--- src/rtl/weight_fifo_pkg.sv ---
// Shared types and width helpers for the weight-FIFO load controller, FIFO lanes and array.
package weight_fifo_pkg;

  localparam int unsigned DefFifoWidth = 16;
  localparam int unsigned DefDepth     = 16;

  typedef enum logic [1:0] {
    StIdle,
    StLoad,
    StDrain
  } state_e;

  function automatic int unsigned rows_width(input int unsigned depth);
    return $clog2(depth + 1);
  endfunction

  // One spare bit so R + lanes - 2 never wraps.
  function automatic int unsigned cnt_width(input int unsigned depth, input int unsigned lanes);
    return $clog2(depth + lanes) + 1;
  endfunction

  localparam int unsigned DefRowsWidth = rows_width(DefDepth);
  localparam int unsigned DefCntWidth  = cnt_width(DefDepth, DefFifoWidth);

endpackage

--- src/rtl/weight_fifo_lane_window.sv ---
// Per-lane enable window: lane is enabled for cnt in [lane, lane+rows) when staggered,
// otherwise for cnt < rows. Skew compare exists only with WEIGHT_FIFO_CTRL_STAGGER_EN.
module weight_fifo_lane_window #(
  parameter int unsigned CW = 6,
  parameter int unsigned RW = 5
) (
  input  logic [CW-1:0] lane,
  input  logic [CW-1:0] cnt,
  input  logic [RW-1:0] rows,
  input  logic          stagger,
  output logic          en
);

`ifdef WEIGHT_FIFO_CTRL_STAGGER_EN
  logic in_window;

  assign in_window = (cnt >= lane) && (cnt < lane + CW'(rows));
  assign en        = stagger ? in_window : (cnt < CW'(rows));
`else
  logic unused_window;

  assign unused_window = ^{lane, stagger};
  assign en            = cnt < CW'(rows);
`endif

endmodule

--- src/rtl/weight_fifo_ctrl.sv ---
// Weight-tile load sequencer for a FIFO_WIDTH-lane weight FIFO with optional diagonal skew.
// Stagger mode and the DRAIN state are built only when WEIGHT_FIFO_CTRL_STAGGER_EN is defined.
module weight_fifo_ctrl
  import weight_fifo_pkg::*;
#(
  parameter int unsigned FIFO_WIDTH = DefFifoWidth,
  parameter int unsigned DEPTH      = DefDepth
) (
  input  logic                           clk,
  input  logic                           reset,
  input  logic                           start,
  input  logic [rows_width(DEPTH)-1:0]   rows,
  input  logic                           stagger_load,
  input  logic                           abort,
  output logic [FIFO_WIDTH-1:0]          fifo_en,
  output logic                           weight_write,
  output logic [$clog2(DEPTH)-1:0]       row_idx,
  output logic                           busy,
  output logic                           done,
  output logic                           err
);

  localparam int unsigned RW = rows_width(DEPTH);
  localparam int unsigned CW = cnt_width(DEPTH, FIFO_WIDTH);
  localparam int unsigned IW = $clog2(DEPTH);

  state_e          state_q, state_d;
  logic [CW-1:0]   c_q, c_d;
  logic [RW-1:0]   r_q, r_d;
  logic            s_q, s_d;
  logic [CW-1:0]   last_c;
  logic [RW-1:0]   rows_clamped;

  logic [FIFO_WIDTH-1:0] lane_en;
  logic [FIFO_WIDTH-1:0] fifo_en_d;
  logic                  weight_write_d;
  logic [IW-1:0]         row_idx_d;
  logic                  busy_d;
  logic                  done_d;
  logic                  err_d;

`ifndef WEIGHT_FIFO_CTRL_STAGGER_EN
  logic unused_stagger;
  assign unused_stagger = stagger_load;
`endif

  assign rows_clamped = (rows > RW'(DEPTH)) ? RW'(DEPTH) : rows;
  assign last_c       = s_q ? CW'(r_q) + CW'(FIFO_WIDTH - 2) : CW'(r_q) - CW'(1);

  always_comb begin
    state_d = state_q;
    c_d     = c_q;
    r_d     = r_q;
    s_d     = s_q;
    done_d  = 1'b0;
    err_d   = 1'b0;
    unique case (state_q)
      StIdle: begin
        if (start) begin
          if (rows == '0) begin
            err_d = 1'b1;
          end else begin
            state_d = StLoad;
            c_d     = '0;
            r_d     = rows_clamped;
`ifdef WEIGHT_FIFO_CTRL_STAGGER_EN
            s_d     = stagger_load;
`else
            s_d     = 1'b0;
`endif
          end
        end
      end
      StLoad, StDrain: begin
        if (c_q == last_c) begin
          state_d = StIdle;
          c_d     = '0;
          done_d  = 1'b1;
        end else begin
          c_d     = c_q + CW'(1);
          state_d = (c_d < CW'(r_q)) ? StLoad : StDrain;
        end
      end
      default: state_d = StIdle;
    endcase
    // Abort wins over everything, including a start in the same cycle.
    if (abort) begin
      state_d = StIdle;
      c_d     = '0;
      done_d  = 1'b0;
      err_d   = 1'b0;
    end
  end

  for (genvar i = 0; i < FIFO_WIDTH; i++) begin : g_lane
    weight_fifo_lane_window #(
      .CW(CW),
      .RW(RW)
    ) u_window (
      .lane   (CW'(i)),
      .cnt    (c_d),
      .rows   (r_d),
      .stagger(s_d),
      .en     (lane_en[i])
    );
  end

  // Outputs are registered, so they are derived from the next-state values.
  always_comb begin
    busy_d         = state_d != StIdle;
    weight_write_d = busy_d && (c_d < CW'(r_d));
    row_idx_d      = weight_write_d ? c_d[IW-1:0] : '0;
    fifo_en_d      = busy_d ? lane_en : '0;
  end

  always_ff @(posedge clk or negedge reset) begin
    if (!reset) begin
      state_q      <= StIdle;
      c_q          <= '0;
      r_q          <= '0;
      s_q          <= 1'b0;
      fifo_en      <= '0;
      weight_write <= 1'b0;
      row_idx      <= '0;
      busy         <= 1'b0;
      done         <= 1'b0;
      err          <= 1'b0;
    end else begin
      state_q      <= state_d;
      c_q          <= c_d;
      r_q          <= r_d;
      s_q          <= s_d;
      fifo_en      <= fifo_en_d;
      weight_write <= weight_write_d;
      row_idx      <= row_idx_d;
      busy         <= busy_d;
      done         <= done_d;
      err          <= err_d;
    end
  end

endmodule

--- config.mk ---
export PLATFORM = sky130hd
export DESIGN_NAME = weight_fifo_ctrl
export DESIGN_NICKNAME = d
export VERILOG_FILES = /design/src/rtl/weight_fifo_pkg.sv /design/src/rtl/weight_fifo_lane_window.sv /design/src/rtl/weight_fifo_ctrl.sv
export SDC_FILE = /design/constraint.sdc
export NUM_CORES = 1
export LEC_CHECK = 0
export CORE_ASPECT_RATIO = 2
export CORE_MARGIN = 10
export CORE_UTILIZATION = 50
export CTS_CLUSTER_DIAMETER = 100
export CTS_CLUSTER_SIZE = 14
export DETAILED_ROUTE_END_ITERATION = 10
export MAX_ROUTING_LAYER = met4
export PLACE_DENSITY = 0.74
export SYNTH_ARGS = -nofsm -noshare
export SYNTH_HDL_FRONTEND = slang
export SYNTH_HIERARCHICAL = 1
export SYNTH_SLANG_ARGS = --single-unit
--- constraint.sdc ---
create_clock -name clk -period 4.5 [get_ports clk]
set_input_delay 0.675 -clock clk [delete_from_list [all_inputs] [get_ports clk]]
set_output_delay 0.675 -clock clk [all_outputs]
set_load 0.02 [all_outputs]
-- Word level (Yosys, flattened, before mapping)
Index checks and enable logic that the tools add are counted.
- memories kept: 0
- bits of input ports: 10
- bits in latches: 0
- register bits: 37
- output and inout bits: 24
- RAM bits: 0
- memory bits (read-only): 0
- shift operators: 0
- $add $sub $neg: 2
- div/mod/pow operators: 0
- reductions and logical operators: 5
- multiply operators: 0
- mux-type cells: 24
- bitwise gates (word level): 0
- order comparisons: 3
- equal/unequal tests: 3
- operator list (operator ; count):
    6-bit two-way mux ; 4
    5-bit two-way mux ; 4
    16-bit two-way mux ; 1
    6-bit by 5-bit < comparator with 1-bit output ; 2
    6-bit case mux with 2 select lines ; 1
    2-bit two-way mux ; 5
    1-bit two-way mux ; 7
    6-bit by 1-bit adder with 6-bit output (second input constant) ; 1
    6-bit == test ; 1
    5-bit by 1-bit subtractor with 6-bit output (second input constant) ; 1
    5-bit greater-than comparator (second input constant) ; 1
    5-bit zero test ; 1
    4-bit two-way mux ; 1
    2-bit case mux with 2 select lines ; 1
    2-bit by 1-bit == test with 1-bit output (second input constant) ; 1
    2-bit == test (second input constant) ; 1
    2-bit zero test ; 1
    2-bit nonzero test ; 1
    2-bit OR reduction ; 1
    1-bit logical AND ; 1

-- Depth between registers and ports, before layout
- depth after elaboration: 9
- depth in mapped cells: 12

-- Hierarchy
Netlist, hierarchy kept.
- by module, submodules not included (module ; area each (µm²) ; instances ; cells an instance):
    weight_fifo_ctrl ; 2053.2 ; 1 ; 199
    weight_fifo_lane_window ; 108.9 ; 16 ; 14

-- Least setup slack after synthesis
No wires, ideal clock.
- kind: flip-flop to flip-flop
- start: reg r_q[1]
- end: reg row_idx[1]
- required time: 4.392 ns
- buffers on the path: 0
- cell stages (with the launch flop): 13
- data arrival time: 4.172 ns
- clock period less this slack: 4.280 ns
- setup time: 0.108 ns
- slack: 0.220 ns
- cell sequence: dfrtp_1 -> inv_1 -> ha_1 -> or4b_4 -> a21o_1 -> a222oi_1 -> a31o_1 -> o21ai_0 -> ha_1 -> a21o_1 -> a2111o_1 -> a21o_1 -> nor4b_1
- longest elaborated chain between the ends: 8
- ends and longest elaborated chain (item ; line ; source):
    from (decl) ; weight_fifo_ctrl.sv:29 ; logic [RW-1:0] r_q, r_d;
    from (signal assigned) ; weight_fifo_ctrl.sv:131 ; r_q <= r_d;
    5-bit by 1-bit subtractor with 6-bit output ; weight_fifo_ctrl.sv:48 ; assign last_c = s_q ? CW'(r_q) + CW'(FIFO_WIDTH - 2) : CW'(r_q) - CW'(1);
    6-bit == test ; weight_fifo_ctrl.sv:75 ; if (c_q == last_c) begin
    6-bit two-way mux ; weight_fifo_ctrl.sv:75 ;
    6-bit case mux with 2 select lines ; weight_fifo_ctrl.sv:57 ; unique case (state_q)
    6-bit two-way mux ; weight_fifo_ctrl.sv:87 ; if (abort) begin
    via c_d[3] ; weight_fifo_ctrl.sv:28 ; logic [CW-1:0] c_q, c_d;
    6-bit by 5-bit < comparator with 1-bit output ; weight_fifo_ctrl.sv:111 ; weight_write_d = busy_d && (c_d < CW'(r_d));
    1-bit logical AND ; weight_fifo_ctrl.sv:111 ;
    4-bit two-way mux ; weight_fifo_ctrl.sv:112 ; row_idx_d = weight_write_d ? c_d[IW-1:0] : '0;
    via row_idx_d[1] ; weight_fifo_ctrl.sv:37 ; logic [IW-1:0] row_idx_d;
    to (signal assigned) ; weight_fifo_ctrl.sv:135 ; row_idx <= row_idx_d;
    to (decl) ; weight_fifo_ctrl.sv:17 ; output logic [$clog2(DEPTH)-1:0] row_idx,
The timed path passes the listed nets, and every way through them passes these cells.

-- Worst setup path after layout
- start: reg r_q[1]
- end: reg row_idx[2]
The elaborated chain is that of the path after synthesis.

==> results.md <==
- Post-CTS Resized: 0
- Max_cap viols: 0
- RD Place Congestion: 0.904
- Min cycle time layout: 3.87 ns
- Reg2reg start: r_q[1]$_DFF_PN0_
- Worst Clk Skew: 0.00477 ns
- Final wirelength: 9190 microns
- Layout cells sized above 1: 7.83%
- # IOs: 34
- Initial core utilization: 51.7%
- Antenna violations before repair: 0
- Unrepaired setup endpoints after global routing: false
- Critical path type: reg -> reg
- Final setup viols: 0
- Crit path DAT: 4.04 ns
- Clock Latency Late Sink: 0.28 ns
- Status: completed
- NumNets Final: 549
- Crit. End Element: flop
- Setup TNS: 0 ns
- Vias per inst: 5.71
- Pleak: 2.23 nW
- DRT Pass-1 Iters: 4
- Mapped Nets: 509
- Avg Cell Area, Syn: 9.00 sq um
- Clock sink count: 38
- Largest net degree at the start of global routing: 39
- Hold Vio Cnt, Final: 0
- Layout area overhead: 15.6%
- Die width: 81.5 microns
- Synth warn: 6
- FP Rows: 44
- Root Buffer Master: clkbuf_16
- First-pass GRT wire length: 15400 microns
- Wire per inst: 16.6 microns
- Least-Margin Pin Slew: 0.896 ns
- Drt drc: 0
- GRT Total Usage: 17.2%
- Dpl hpwl: 6890 microns
- Core area: 7320 sq um
- Input/output buffers: 32
- Cell area after synthesis: 3790 sq um
- Hold Buf Count CTS: 0
- Max Clock Freq: 258 MHz
- Crit start category: flop
- Clk buf depth: 2
- Hold/Removal Path Class: in -> async
- Layout fillers: 658
- Clock transition at path regs: 0.05 ns
- Placed cell count: 546
- Vias in the first global route: 3374
- Worst EP required: 4.67 ns
- Setup repair bufs after CTS: 0
- Post-DRT Antenna Nets: 0
- CTS tree: done
- Tcrit/Tclk final: 86.0%
- Crit path max fanout: 7
- Maximum vdd drop: 0.000279 V
- Reg2Reg Depth: 13
- Die ar.: 11700 sq um
- Ant diodes: 0
- R2r setup slk: 0.63 ns
- Die Y: 143 microns
- Finished Layout Cells: 552
- Gate Count Post-Synth: 421
- P per Cell Area: 574 nW/um^2
- H-tree Lvls: 2
- R2r endpoint: row_idx[2]$_DFF_PN0_
- Initial DRC Count: 149
- Total CTS buffers: 5
- Via Count: 3150
- Slew Viols, Final: 0
- Total overflow reported by the global router: 0
- Slew margin rel.: 40.2%
## stage by stage
stage / power [W] / worst slack [ns] / utilization [%] / hold slack [ns] / instance area, sq um
after floorplan: 0.00168 / 0.220 / - / 0.379 / 3790
after global placement: 0.00209 / 0.395 / 57.9 / 0.603 / 4240
after detailed placement: 0.00218 / 0.414 / 57.9 / 0.598 / 4240
after CTS: 0.00254 / 0.640 / 59.8 / 0.552 / 4380
after global routing: 0.00275 / 0.358 / 59.8 / 0.589 / 4380
final: 0.00251 / 0.628 / 59.8 / 0.520 / 4380
## cells in the final DEF, fill, tap and decap left out, types with 3 or more instances in the layout
master,n
nand4_1,3
ha_1,78
nor4b_1,4
xor2_1,5
clkbuf_16,5
a21o_1,21
nand2_1,13
clkdlybuf4s50_1,31
a21oi_1,16
o21ai_0,6
nor4_1,3
a211oi_2,16
nand2b_1,19
inv_1,81
dfrtp_1,38
or3_1,3
nand3_1,24
a211oi_1,3
a22oi_1,4
and2_1,18
buf_4,7
o21a_1,20
nor2_1,4
xnor2_1,6
## how the worst max path moves through the flow
| stage | from | end | slack, ns |
|---|---|---|---|
| 6_report | r_q[1]$_DFF_PN0_ | row_idx[2]$_DFF_PN0_ | 0.63 |
| 2_1_floorplan | r_q[1]$_DFF_PN0_ | row_idx[1]$_DFF_PN0_ | 0.22 |
| 5_1_grt | rows[1] | row_idx[1]$_DFF_PN0_ | 0.36 |
| 3_3_place_gp | rows[1] | row_idx[3]$_DFF_PN0_ | 0.39 |
| 4_1_cts | r_q[1]$_DFF_PN0_ | row_idx[2]$_DFF_PN0_ | 0.64 |
| 3_5_place_dp | rows[1] | row_idx[2]$_DFF_PN0_ | 0.41 |
## worst max-delay path: stages (launching register included)
cell,delay [ns]
dfrtp_1,0.42
inv_1,0.15
ha_1,0.21
or4b_4,0.47
a21o_1,0.17
a222oi_1,0.35
buf_4,0.22
a31o_1,0.25
o21ai_1,0.11
ha_1,0.32
a21o_1,0.16
a2111o_1,0.41
a21o_1,0.20
nor4b_1,0.31
## power by group
part           leakage, nW  internal (W)  switching, W  total (W)
registers            0.505      0.000442     0.0000776   0.000519
clock network       0.0688      0.000214      0.000131   0.000345
logic                 1.65      0.000721      0.000927    0.00165
total                 2.23       0.00138       0.00113    0.00251
## sequential cells by signal, summed over array words and instances (netlist names)
register,cells
weight_write,1
fifo_en,16
c_q,6
row_idx,4
r_q,5
s_q,1
busy,1
done,1
err,1
state_q,2
## cell type report
type	instances	area (sq um)	area share, %
inverters	81	304	6.94
repair buffers	39	368	8.40
multi-input cells	296	2500	57.1
flip-flops and latches	38	951	21.7
clock buffers	6	139	3.17
well taps	92	115	2.63
## layer usage
layer / wire length [microns] / up-vias / global-route usage [%]
li1: - / 1550 / -
met1: 3270 / 1525 / 16.0
met2: 5400 / 52 / 32.5
met3: 183 / 23 / 1.32
met4: 335 / 0 / 9.72
met5: 0 / - / -
(Power assumes the default switching activity.)
